<file path="config.mk">
export PLATFORM = sky130hd
export DESIGN_NAME = regfile_mp_scoreboard
export DESIGN_NICKNAME = d
export VERILOG_FILES = /design/src/rtl/regfile_pkg.sv /design/src/rtl/regfile_mp_scoreboard_read_port.sv /design/src/rtl/regfile_mp_scoreboard.sv
export SDC_FILE = /design/constraint.sdc
export NUM_CORES = 2
export LEC_CHECK = 0
export CAP_MARGIN = 20
export CORE_MARGIN = 10
export CORE_UTILIZATION = 42
export CTS_CLUSTER_SIZE = 25
export DETAILED_ROUTE_END_ITERATION = 8
export SYNTH_ARGS = -nofsm -noshare
export SYNTH_HDL_FRONTEND = slang
export SYNTH_SLANG_ARGS = --single-unit
</file>
<file path="constraint.sdc">
create_clock -name clk -period 2.75 [get_ports clk]
set_clock_uncertainty 0.2 [all_clocks]
set_input_delay 0.4125 -clock clk [delete_from_list [all_inputs] [get_ports clk]]
set_output_delay 0.4125 -clock clk [all_outputs]
set_load 0.05 [all_outputs]
</file>
<file path="src/rtl/regfile_pkg.sv">
// Shared constants and helpers for the multi-port register file.
// Used by the storage/scoreboard top and its read-port slices.
package regfile_pkg;

  localparam int DEF_DW   = 32;
  localparam int DEF_NREG = 32;
  localparam int ZERO_IDX = 0;

  function automatic int slice_lo(
    input int k,
    input int w
  );
    return k * w;
  endfunction

endpackage

</file>
<file path="src/rtl/regfile_mp_scoreboard_read_port.sv">
// One read port: address mux, r0 masking, write bypass, busy lookup.
// Bypass never forwards into the hardwired-zero register.
module rf_read_port
  import regfile_pkg::*;
#(
  parameter int DW       = DEF_DW,
  parameter int NREG     = DEF_NREG,
  parameter int AW       = $clog2(NREG),
  parameter int BYPASS   = 1,
  parameter int ZERO_REG = 1
) (
  input  logic [NREG*DW-1:0] regs,
  input  logic [NREG-1:0]    busy,
  input  logic [AW-1:0]      rd_addr,
  input  logic               fwd_en,
  input  logic [AW-1:0]      wr_addr,
  input  logic [DW-1:0]      wr_data,
  output logic [DW-1:0]      rd_data,
  output logic               rd_busy
);

  logic          zero_hit;
  logic          fwd;
  logic [DW-1:0] stored;

  assign zero_hit = (ZERO_REG != 0) &&
                    (rd_addr == AW'(ZERO_IDX));
  assign fwd = (BYPASS != 0) && fwd_en &&
               (wr_addr == rd_addr) && !zero_hit;
  assign stored =
    regs[slice_lo(int'(rd_addr), DW) +: DW];

  always_comb begin
    rd_data = stored;
    rd_busy = busy[rd_addr];
    if (zero_hit) begin
      rd_data = '0;
      rd_busy = 1'b0;
    end else if (fwd) begin
      rd_data = wr_data;
      rd_busy = 1'b0;
    end
  end

endmodule

</file>
<file path="src/rtl/regfile_mp_scoreboard.sv">
// Parametrised multi-read register file with per-register busy
// scoreboard; decode reads/issues, writeback writes and clears.
module regfile_mp_scoreboard
  import regfile_pkg::*;
#(
  parameter int DW       = DEF_DW,
  parameter int NREG     = DEF_NREG,
  parameter int AW       = $clog2(NREG),
  parameter int NUM_RD   = 2,
  parameter int BYPASS   = 1,
  parameter int ZERO_REG = 1
) (
  input  logic                 clk,
  input  logic                 clear_neg,
  input  logic [NUM_RD*AW-1:0] rd_addr,
  output logic [NUM_RD*DW-1:0] rd_data,
  output logic [NUM_RD-1:0]    rd_busy,
  input  logic                 wr_en,
  input  logic [AW-1:0]        wr_addr,
  input  logic [DW-1:0]        wr_data,
  input  logic                 issue_en,
  input  logic [AW-1:0]        issue_addr,
  output logic [NREG-1:0]      busy_vec
);

  logic [NREG*DW-1:0] regs;
  logic [NREG-1:0]    busy;
  logic               wr_ok;
  logic               iss_ok;
  logic               fwd_en;

  assign wr_ok = wr_en &&
    !((ZERO_REG != 0) && (wr_addr == AW'(ZERO_IDX)));
  assign iss_ok = issue_en &&
    !((ZERO_REG != 0) && (issue_addr == AW'(ZERO_IDX)));

  // Keep outputs at zero while held in reset, even with wr_en high.
  assign fwd_en = wr_en && clear_neg;

  always_ff @(posedge clk or negedge clear_neg) begin
    if (!clear_neg) begin
      regs <= '0;
    end else if (wr_ok) begin
      regs[slice_lo(int'(wr_addr), DW) +: DW] <= wr_data;
    end
  end

  // Issue is applied last so a same-cycle new producer wins.
  always_ff @(posedge clk or negedge clear_neg) begin
    if (!clear_neg) begin
      busy <= '0;
    end else begin
      if (wr_en) busy[wr_addr] <= 1'b0;
      if (iss_ok) busy[issue_addr] <= 1'b1;
    end
  end

  assign busy_vec = busy;

  for (genvar k = 0; k < NUM_RD; k++) begin : g_rd
    rf_read_port #(
      .DW       (DW),
      .NREG     (NREG),
      .AW       (AW),
      .BYPASS   (BYPASS),
      .ZERO_REG (ZERO_REG)
    ) u_port (
      .regs    (regs),
      .busy    (busy),
      .rd_addr (rd_addr[slice_lo(k, AW) +: AW]),
      .fwd_en  (fwd_en),
      .wr_addr (wr_addr),
      .wr_data (wr_data),
      .rd_data (rd_data[slice_lo(k, DW) +: DW]),
      .rd_busy (rd_busy[k])
    );
  end

endmodule

</file>
==> impl_summary.txt <==
----------------------------------------------------
[Outcome]
  Status ... complete, but fails checks
  Violated checks ... negative setup slack

[Timing]
  Tcrit/Tclk final ... 115%
  Worst slew margin ... 32.8%
  Transition time at the pin with the least slew margin ... between 1 and 1.5 ns
  Clock period minus final worst setup slack ... roughly 3.2 ns
  Worst setup slack after layout ... -0.418 ns
  Final Hold Fails ... 0
  Unrepaired setup endpoints after global routing ... true
  Number of max-slew violations in the final report ... 0
  Peak Freq ... 316 MHz
  Number of setup violations in the final report ... 66

[Power]
  Total net switching power ... about 13 mW
  Sequential power share ... 41.1%
  Power Density ... ~570 nW/µm²
  Relative contribution of the clock network to total power ... between 30% and 40%
  Maximum vdd ir drop ... between 0.5 and 0.6 mV
  Internal power consumption ... around 29 mW
  Switching Share ... 30.3%
  Static leakage ... between 30 and 40 nW
  Combinational power share ... a little over a fifth

[Routing]
  Post-DRT Antenna Nets ... 0
  Detailed-route wire length ... 249,000 µm
  Number of design rule violations left after detail routing ... 0
  Vias per cell ... about 6.5
  Drt first-iter violations ... 6,503
  Number of iterations in the first detailed-routing pass ... 6
  DR vias ... between 50,000 and 60,000
  WL per Instance ... 30.8 µm

[Global route]
  Total congestion overflow after global routing ... 0
  Overall routing resource usage ... roughly a third
  Maximum number of pins on one net before global-route repair ... approximately 170
  Wire length of the first global-routing pass ... 361,000 µm
  Vias in the first global route ... approximately 52,000
  Initial antenna violation count ... 8

[Setup path]
  Required time of the critical path ... ~2.1 ns
  Slowest cell on crit path ... sky130_fd_sc_hd__mux4_2
  Crit Path Max Fanout ... 2
  CP Launch Type ... flip-flop
  Element type at the critical path end ... output port
  Setup Crit Path Kind ... flip-flop to output port
  Crit path arrival time ... 2.56 ns
  Worst path cell trace ... mux2i_1 > mux4_2 > and2_4 > o31a_1 > a21oi_4 > buf_12
  Worst stage delay on the critical path ... around 0.46 ns

[Clocking]
  Clk_lat worst skew ... between 0.7 and 0.8 ns
  Total CTS buffers ... 117
  Clk slew on worst S/H paths ... ~0.060 ns
  Root cell of the clock tree ... sky130_fd_sc_hd__clkbuf_16
  CTS sink count ... 1,056
  TritonCTS clock tree ... yes
  Number of levels in the clock H-tree ... 3
  Number of buffers on the longest clock path ... 3

[Cells and area]
  Filler Cells Inserted ... 11,794
  Final core utilization ... ~54%
  Fraction of final layout cells with drive strength greater than 1 ... between 20% and 30%
  Post-layout instance count excluding filler cells ... 8,084
  Number of nets at the end of the flow ... ~6,300
  Layout-stage area growth over the synthesis result ... 27.5%
  Final non-filler cell area ... 73,900 µm²

[Synthesis]
  Xor/xnor share of the synthesized area ... 0.238%
  Count of state elements after synthesis ... roughly 1,100
  Syn Inst Count ... 5,795
  Count of different cell masters after synthesis ... 50
  Post-synth ARST share ... 100%
  Number of warnings reported in the yosys synthesis log ... 0
  Post-synthesis mux area share ... between 20 and 25%
  Adder-cell share of the synthesized area ... 0.108%
  Top flip-flop cell by instance count after synthesis ... sky130_fd_sc_hd__dfrtp_1
  Area fraction in and, or, nand and nor cells after synthesis ... 11.4%
  EDFF count, synth ... 0
  Cell Area, Synth ... ~58,000 µm²
  Area fraction in compound gates after synthesis ... 18.1%
  Largest family of logic cells by synthesized area ... multiplexers
  Mean instance size in the synthesized netlist ... between 9 and 10 µm²
  Sequential element share of the synthesized area ... a little under half
  Synth Net Count ... 5,856

[Placement]
  Post-detailed-placement cell area ... 67,600 µm²
  Count of input and output buffers ... approximately 150
  Setup slack after placement ... -0.762 ns
  HPWL after detailed placement ... roughly 160,000 µm
  Routability Congestion ... between 0.9 and 1
  Number of placed instances with taps included ... approximately 7,800

[Floorplan]
  Floorplan Core Area ... 137,000 µm²
  Number of core rows ... 136
  Die ar. ... 153,000 µm²
  Vertical extent of the die ... just under 400 µm
  Initial core utilization ... around 42%
  I/O pin cnt ... roughly 150
  Die span in x ... between 300 and 400 µm

[Flow run]
  Reported max-cap violation count ... 0

[Hold path]
  Worst Hold Class ... input port to flip-flop

----------------------------------------------------
## layer usage
metal | vias to the layer above | part of all wire (%) | global-route usage [%]
met4 | 10 | 6.6 | 18.0
li1 | 22160 | - | -
met3 | 838 | 11 | 7.82
met5 | - | 0.029 | 0
met1 | 26143 | 39 | 41.5
met2 | 3069 | 44 | 48.4
## placed cells by master (no fill, tap or decap), types with 17 or more instances in the layout
| cell type | n |
|---|---|
| sky130_fd_sc_hd__buf_4 | 509 |
| sky130_fd_sc_hd__buf_12 | 251 |
| sky130_fd_sc_hd__a21oi_1 | 21 |
| sky130_fd_sc_hd__clkbuf_8 | 35 |
| sky130_fd_sc_hd__o21ai_2 | 19 |
| sky130_fd_sc_hd__o211ai_1 | 33 |
| sky130_fd_sc_hd__nand4_4 | 18 |
| sky130_fd_sc_hd__o21a_1 | 21 |
| sky130_fd_sc_hd__buf_6 | 29 |
| sky130_fd_sc_hd__nand2_1 | 1221 |
| sky130_fd_sc_hd__mux2i_1 | 534 |
| sky130_fd_sc_hd__o21ai_0 | 803 |
| sky130_fd_sc_hd__clkbuf_1 | 33 |
| sky130_fd_sc_hd__dfrtp_1 | 1055 |
| sky130_fd_sc_hd__clkinv_2 | 17 |
| sky130_fd_sc_hd__nand3_1 | 241 |
| sky130_fd_sc_hd__o221a_2 | 22 |
| sky130_fd_sc_hd__a22oi_1 | 188 |
| sky130_fd_sc_hd__clkdlybuf4s50_1 | 70 |
| sky130_fd_sc_hd__a221oi_2 | 42 |
| sky130_fd_sc_hd__mux4_2 | 274 |
| sky130_fd_sc_hd__a21boi_1 | 18 |
| sky130_fd_sc_hd__a221oi_1 | 21 |
| sky130_fd_sc_hd__a21oi_4 | 35 |
| sky130_fd_sc_hd__o31ai_1 | 256 |
| sky130_fd_sc_hd__a21boi_0 | 44 |
| sky130_fd_sc_hd__o21ai_1 | 101 |
| sky130_fd_sc_hd__clkbuf_16 | 120 |
## critical path, delay by kind of cell (launching register included)
family                 cells  cell delay, ns
buffers and inverters      1            0.17
AND/OR/NAND/NOR            1            0.18
AO/OA/AOI/OAI              2            0.50
flip-flops                 1            0.39
multiplexers               2            0.55
## power by group through the flow
| stage | Sequential, mW | Combinational (mW) | Clock [mW] |
|---|---|---|---|
| final | 17.3 | 8.75 | 16.1 |
| after global routing | 17.4 | 9.17 | 16.8 |
| after CTS | 17.3 | 8.48 | 16.2 |
| after detailed placement | 17.5 | 8.10 | 0 |
| after global placement | 17.5 | 8.03 | 0 |
| after floorplan | 17.6 | 3.98 | 0 |
## kinds of logic after synthesis
| kind of cell | count (synthesis) |
|---|---|
| buffers and inverters | 615 |
| DFF | 1056 |
| and+or+nand+nor | 1585 |
| AOI/OAI and AO/OA | 1696 |
| muxes | 824 |
| xor gates and xnor gates | 14 |
| adders and majority gates | 5 |
## what timing repair did
action                                  4_1_cts  5_1_grt
gates cloned                                 11        2
pin swaps                                   144       61
buffers inserted                             62       39
gates resized for setup                     286       95
endpoints found under the hold margin       162        0
endpoints found under the setup margin       68       66
hold buffers                                  1        0
## per-stage QoR
step	hold slack (ns)	total power, mW	setup TNS [ns]
2_1_floorplan	-0.0831	21.6	-1.35
3_3_place_gp	0.176	25.5	-523.61
3_5_place_dp	0.183	25.6	-590.32
4_1_cts	0.162	41.9	-15.01
5_1_grt	0.166	43.4	-17.15
6_report	0.168	42.1	-15.62
## cell usage after synthesis (5+ instances only)
| cell | n | area, µm² |
|---|---|---|
| sky130_fd_sc_hd__dfrtp_1 | 1056 | 26400 |
| sky130_fd_sc_hd__nor3_1 | 6 | 30.0 |
| sky130_fd_sc_hd__o31ai_1 | 256 | 1920 |
| sky130_fd_sc_hd__mux4_2 | 274 | 6170 |
| sky130_fd_sc_hd__mux2i_1 | 550 | 5510 |
| sky130_fd_sc_hd__a22oi_1 | 190 | 1430 |
| sky130_fd_sc_hd__nand4_1 | 15 | 93.8 |
| sky130_fd_sc_hd__nand3_1 | 254 | 1270 |
| sky130_fd_sc_hd__buf_2 | 99 | 495 |
| sky130_fd_sc_hd__o21ai_1 | 24 | 120 |
| sky130_fd_sc_hd__o21ai_0 | 901 | 4510 |
| sky130_fd_sc_hd__xor2_1 | 9 | 78.8 |
| sky130_fd_sc_hd__nand2_1 | 1233 | 4630 |
| sky130_fd_sc_hd__nand4_2 | 18 | 225 |
| sky130_fd_sc_hd__nand3b_1 | 10 | 75.1 |
| sky130_fd_sc_hd__buf_4 | 23 | 173 |
| sky130_fd_sc_hd__o211ai_1 | 33 | 248 |
| sky130_fd_sc_hd__buf_1 | 46 | 173 |
| sky130_fd_sc_hd__o2111ai_1 | 31 | 272 |
| sky130_fd_sc_hd__a21oi_1 | 65 | 325 |
| sky130_fd_sc_hd__clkbuf_1 | 443 | 1660 |
| sky130_fd_sc_hd__a221oi_1 | 63 | 552 |
| sky130_fd_sc_hd__a21boi_0 | 63 | 473 |
| sky130_fd_sc_hd__o21a_1 | 33 | 248 |
| sky130_fd_sc_hd__nor2b_1 | 7 | 43.8 |
| sky130_fd_sc_hd__o221a_2 | 32 | 360 |
| sky130_fd_sc_hd__ha_1 | 5 | 62.6 |
| sky130_fd_sc_hd__nor2_1 | 12 | 45.0 |
## worst paths after layout
kind	start	endpoint	slack, ns	cells after the start
hold reg to reg	regs[23]	regs[23]	0.20	0
min in group asynchronous	clear_neg	busy_vec[13]	0.35	3
setup / recovery	regs[479]	rd_data[31]	-0.42	6
setup reg to reg	regs[1008]	regs[1008]	1.65	4
max in group asynchronous	clear_neg	regs[998]	0.41	4
hold / removal	wr_addr[0]	regs[1014]	0.17	5
## sequential cells by signal, indices dropped and copies added (netlist names)
name / count
regs: 1024
busy_vec: 32
## final cells by class
type                    count  area [µm²]  area share (%)
repair buffers            892       10600            14.4
flip-flops and latches   1056       26400            35.8
well taps                1794        2240            3.04
diodes                      1        2.50         0.00339
multi-input cells        4125       30700            41.6
clock inverters            27         315           0.427
clock buffers             185        3540            4.80
inverters                   4        15.0          0.0203
(Power assumes the default switching activity.)
